## src/rtl/regfile_write_arbiter.sv

```systemverilog
// regfile_write_arbiter
//   Owns the single write port of the register file. Two writeback
//   requesters (A: ALU, B: load/external) share the port through a
//   round-robin valid/ready handshake. A clear sequence (init_req) zeroes
//   every register through the same port, one register per cycle.
//
// Ports
//   clk, reset          rising-edge clock, synchronous active-high reset
//   init_req            one-cycle request to clear all registers
//   init_busy           high while the clear sequence runs
//   a_valid/a_rd/a_data requester A write request; a_ready = accepted now
//   b_valid/b_rd/b_data requester B write request; b_ready = accepted now
//   rf_we/rf_rd/rf_wdata registered register-file write port
module regfile_write_arbiter #(
  parameter int ADDR_W  = 5,
  parameter int DATA_W  = 32,
  parameter bit DROP_X0 = 1'b1
) (
  input  logic              clk,
  input  logic              reset,
  input  logic              init_req,
  output logic              init_busy,
  input  logic              a_valid,
  input  logic [ADDR_W-1:0] a_rd,
  input  logic [DATA_W-1:0] a_data,
  output logic              a_ready,
  input  logic              b_valid,
  input  logic [ADDR_W-1:0] b_rd,
  input  logic [DATA_W-1:0] b_data,
  output logic              b_ready,
  output logic              rf_we,
  output logic [ADDR_W-1:0] rf_rd,
  output logic [DATA_W-1:0] rf_wdata
);

  typedef enum logic {ST_ARB = 1'b0, ST_INIT = 1'b1} state_t;

  localparam logic              PRIO_A   = 1'b0;
  localparam logic              PRIO_B   = 1'b1;
  localparam logic [ADDR_W-1:0] CNT_LAST = '1;
  localparam logic [ADDR_W-1:0] CNT_ONE  = {{(ADDR_W-1){1'b0}}, 1'b1};

  state_t              state_q, state_d;
  logic                prio_q, prio_d;
  logic [ADDR_W-1:0]   cnt_q, cnt_d;
  logic                rf_we_q, rf_we_d;
  logic [ADDR_W-1:0]   rf_rd_q, rf_rd_d;
  logic [DATA_W-1:0]   rf_wdata_q, rf_wdata_d;

  // State register
  always_ff @(posedge clk) begin
    if (reset) state_q <= ST_ARB;
    else       state_q <= state_d;
  end

  // Next-state logic: the clear counter tops out at the last register, so
  // leaving INIT happens on the same cycle the final address is issued.
  always_comb begin
    state_d = state_q;
    case (state_q)
      ST_ARB:  if (init_req)          state_d = ST_INIT;
      ST_INIT: if (cnt_q == CNT_LAST) state_d = ST_INIT == ST_INIT ? ST_ARB : ST_ARB;
      default:                        state_d = ST_ARB;
    endcase
  end

  // Outputs: init_req blocks both grants in its own cycle so the clear
  // sequence always wins over pending writes.
  always_comb begin
    a_ready   = 1'b0;
    b_ready   = 1'b0;
    init_busy = 1'b0;
    case (state_q)
      ST_ARB: begin
        if (!init_req) begin
          a_ready = a_valid && (!b_valid || prio_q == PRIO_A);
          b_ready = b_valid && (!a_valid || prio_q == PRIO_B);
        end
      end
      ST_INIT: init_busy = 1'b1;
      default: ;
    endcase
  end

  // Write-port datapath, priority pointer and clear counter. Address and
  // data hold their last values whenever no write is issued, including a
  // dropped write to x0.
  always_comb begin
    prio_d     = prio_q;
    cnt_d      = cnt_q;
    rf_we_d    = 1'b0;
    rf_rd_d    = rf_rd_q;
    rf_wdata_d = rf_wdata_q;
    if (state_q == ST_INIT) begin
      rf_we_d    = 1'b1;
      rf_rd_d    = cnt_q;
      rf_wdata_d = '0;
      cnt_d      = (cnt_q == CNT_LAST) ? '0 : cnt_q + CNT_ONE;
    end else if (init_req) begin
      cnt_d = '0;
    end else if (a_ready) begin
      prio_d = PRIO_B;
      if (!(DROP_X0 && a_rd == '0)) begin
        rf_we_d    = 1'b1;
        rf_rd_d    = a_rd;
        rf_wdata_d = a_data;
      end
    end else if (b_ready) begin
      prio_d = PRIO_A;
      if (!(DROP_X0 && b_rd == '0)) begin
        rf_we_d    = 1'b1;
        rf_rd_d    = b_rd;
        rf_wdata_d = b_data;
      end
    end
  end

  always_ff @(posedge clk) begin
    if (reset) begin
      prio_q     <= PRIO_A;
      cnt_q      <= '0;
      rf_we_q    <= 1'b0;
      rf_rd_q    <= '0;
      rf_wdata_q <= '0;
    end else begin
      prio_q     <= prio_d;
      cnt_q      <= cnt_d;
      rf_we_q    <= rf_we_d;
      rf_rd_q    <= rf_rd_d;
      rf_wdata_q <= rf_wdata_d;
    end
  end

  assign rf_we    = rf_we_q;
  assign rf_rd    = rf_rd_q;
  assign rf_wdata = rf_wdata_q;

endmodule

```

## config.mk

```make
export PLATFORM = sky130hd
export DESIGN_NAME = regfile_write_arbiter
export DESIGN_NICKNAME = d
export VERILOG_FILES = /design/src/rtl/regfile_write_arbiter.sv
export SDC_FILE = /design/constraint.sdc
export NUM_CORES = 1
export LEC_CHECK = 0
export ABC_AREA = 1
export CAP_MARGIN = 40
export CORE_MARGIN = 4
export CORE_UTILIZATION = 55
export DETAILED_ROUTE_END_ITERATION = 8
export DONT_BUFFER_PORTS = 1
export GPL_TIMING_DRIVEN = 0
export PLACE_DENSITY = 0.76
export SLEW_MARGIN = 20
export SYNTH_ARGS = -nofsm -noshare
export SYNTH_HDL_FRONTEND = slang
export SYNTH_SLANG_ARGS = --single-unit
```

## constraint.sdc

```tcl
create_clock -name clk -period 1.8 [get_ports clk]
set_input_delay 0.36 -clock clk [delete_from_list [all_inputs] [get_ports clk]]
set_output_delay 0.36 -clock clk [all_outputs]
set_load 0.02 [all_outputs]
```

==> flow_summary.ini, run 1 <==
[global_route]
grt_pass1_wl_mm = 8.96
overflow = 0
grt_usage_pct = 20.5
gr-usage-met1_pct = 26.1
met2_usage_pct = 34.8
grt_pass1_vias = 1923
use_met3_pct = 5.34
busiest_layer = met2
grt_max_degree = 13
antenna_found_initial = 0

[sta]
rsz0062_at_grt = false
timing.hold.ws_ns = 0.293
hold_viol = 0
maxSlewHeadroom_pct = 71.3
fin_skew_ns = 0.00493
min_period_ns = 1.71
fmax_mhz = 586
period_share_pct = 94.9
fin_ws_ns = 0.0927
setup_viol = 0
slew_viol_final = 0
worst_pin_slew_ns = 0.431

[routing]
drt-initial-drc-count = 65
antenna_left = 0
firstDrtPassIters = 4
wl_per_cell_um = 13.6
drt_wl_total_mm = 5.76
drc = 0
vias = 2217
vias_per_cell = 5.23

[floorplan]
die_y_um = 74.7
rows = 23
start_util_pct = 59.0
die_x_um = 74.7
die-area_um2 = 5580
core_region_area_um2 = 4140
io_pins = 120

[worst_setup_path]
reg2reg_depth = 5
crit_fanout = 10
cp-end-kind = primary output
critPathKind = flop to primary output
critical_path_buf_inv_count = 1
start_kind = flop
crit_required_ns = 1.44
crit_path_cell_trace = nand2_2 > nand2_4 > nor2_8 > clkbuf_4
cp.arrival_ns = 1.35
crit_family = simple AND/OR/NAND/NOR gates
crit_path_top_delay_cell = dfxtp_1
slowest_delay_ns = 0.33
cp.depth = 4

[cells_and_area]
area_growth_pct = 6.35
layout.nets = 457
mostFrequentLayoutCell = nand2_1
drive_above_1_share_pct = 17.6
stdcell_count = 424
antenna_cells = 0
mostFrequentLayoutCells = nand2_1, nor2_1, dfxtp_1
finalInstanceArea_um2 = 2600
utilization_pct = 62.7

[synth]
ys_warn_count = 0
synth.area.top_cells = dfxtp_1, nand2_1, nor2_1
yosysSeqAreaShare_pct = 36.8
syn_area_per_cell_um2 = 6.68
yosys.area.top_type = dfxtp_1
synth_area_um2 = 2440
syn_inst = 366
synth_top_area_share_pct = 36.8
synth.distinct_cells = 25
ys_ff_latch = 45
synth_nets = 448

[clock_network]
tritoncts = built
cts_inserted_buffers = 5
cts_buffer_depth = 2
htreeDepth = 2
clock_tree.root_cell = clkbuf_8
clk_pin_slew_worst_paths_ns = 0.08
clock_latency_ns = 0.28
cts.sinks = 45

[power]
p_per_area_nw_per_um2 = 820
clkPwrFrac_pct = 26.7
p_sw_mw = 0.675
vdd_drop_max_uv = 444
pwr-share-seq_pct = 55.6
combinationalPowerShare_pct = 17.7
p_sw_share_pct = 31.7
leakagePower_nw = 1.23
intPower_mw = 1.46

[place]
io_buffer_count = 0
place_congestion = 0.888
hpwlAfterDp_mm = 4.46
dp_cells = 416
pre_cts_ws_ns = -0.00619
placed_area_um2 = 2510

[run_status]
outcome = completed

[hold_path]
min_delay_path_depth = 3
hold_path_class = input port to flop

[job]
maxCapViolations = 0
power by group through the flow:
stage / Clock (mW) / Combinational, mW / Sequential [mW]
CTS: 0.592 / 0.376 / 1.19
global route: 0.635 / 0.437 / 1.19
finish: 0.569 / 0.377 / 1.19
floorplan: 0 / 0.314 / 1.19
detailed placement: 0 / 0.374 / 1.21
global placement: 0 / 0.369 / 1.21
flip-flops by register name, indices dropped and copies added (netlist names):
signal and cells:
rf_we 1, cnt_q 5, rf_wdata 32, rf_rd 5, state_q 1, prio_q 1
synthesized netlist by cell type:
cell type / instances
a211oi_1: 1
a21oi_1: 6
a221oi_1: 1
buf_2: 7
buf_6: 6
clkbuf_1: 5
dfxtp_1: 45
ha_1: 3
inv_1: 15
inv_2: 3
inv_4: 1
nand2_1: 121
nand2_2: 3
nand2_4: 3
nand3_1: 14
nand3b_1: 1
nand4_1: 11
nor2_1: 51
nor2_2: 30
nor2_4: 3
nor2_8: 1
nor3_1: 1
o21ai_0: 21
o21ai_1: 12
xor2_1: 1
path summary, 6_finish.rpt:
kind / from / slack, ns / end
setup reg to reg: state_q / 0.20 / rf_wdata[31]
hold reg to reg: prio_q / 0.50 / prio_q
hold / removal: b_valid / 0.29 / prio_q
setup / recovery: prio_q / 0.09 / a_ready
layer usage:
metal	vias to the layer above	wire (um)
li1	1173	-
met1	966	2400
met2	74	2790
met3	4	528
met4	0	42
met5	-	0
area by class of cell:
type | instances | area [um^2]
timing repair buffer | 2 | 15.0
sequential | 45 | 902
fill | 417 | 1540
buffer | 18 | 124
clock inverter | 1 | 5.00
inverter | 19 | 73.8
multi-input combinational | 284 | 1350
tap | 50 | 62.6
clock buffer | 5 | 68.8
through the flow:
step | TNS [ns] | power (mW)
2_1_floorplan | 0 | 1.51
3_3_place_gp | 0 | 1.58
3_5_place_dp | -0.0136 | 1.58
4_1_cts | 0 | 2.16
5_1_grt | 0 | 2.27
6_report | 0 | 2.13
cell families after synthesis:
kind of cell | synth area share, %
adders and majority gates | 1.54
xor gates and xnor gates | 0.358
AOI/OAI and AO/OA | 8.65
buffers and inverters | 7.98
DFF | 36.8
and+or+nand+nor | 44.6
worst min-delay path, stage by stage:
cell,delay [ns]
nand2_2,0.05
nand2_1,0.06
a21oi_1,0.06
repair_timing:
item | in CTS | in global routing
setup buffers | 0 | 2
hold buffers | 0 | 0
pin swaps | 0 | 1
setup endpoints to repair | 29 | 22
gates resized for setup | 1 | 1
No activity file was read; power rests on OpenSTA's default activity.
==> inputs of run 2 (changes only) <==
--- a/config.mk
+++ b/config.mk
@@ -6,6 +6,7 @@
 export NUM_CORES = 1
 export LEC_CHECK = 0
 export ABC_AREA = 1
+export ABC_CLOCK_PERIOD_IN_PS = 1800
 export CAP_MARGIN = 40
 export CORE_MARGIN = 4
 export CORE_UTILIZATION = 55
==> results of run 2 <==
No change in the layout: final DEF, timing and power equal those of run 1.
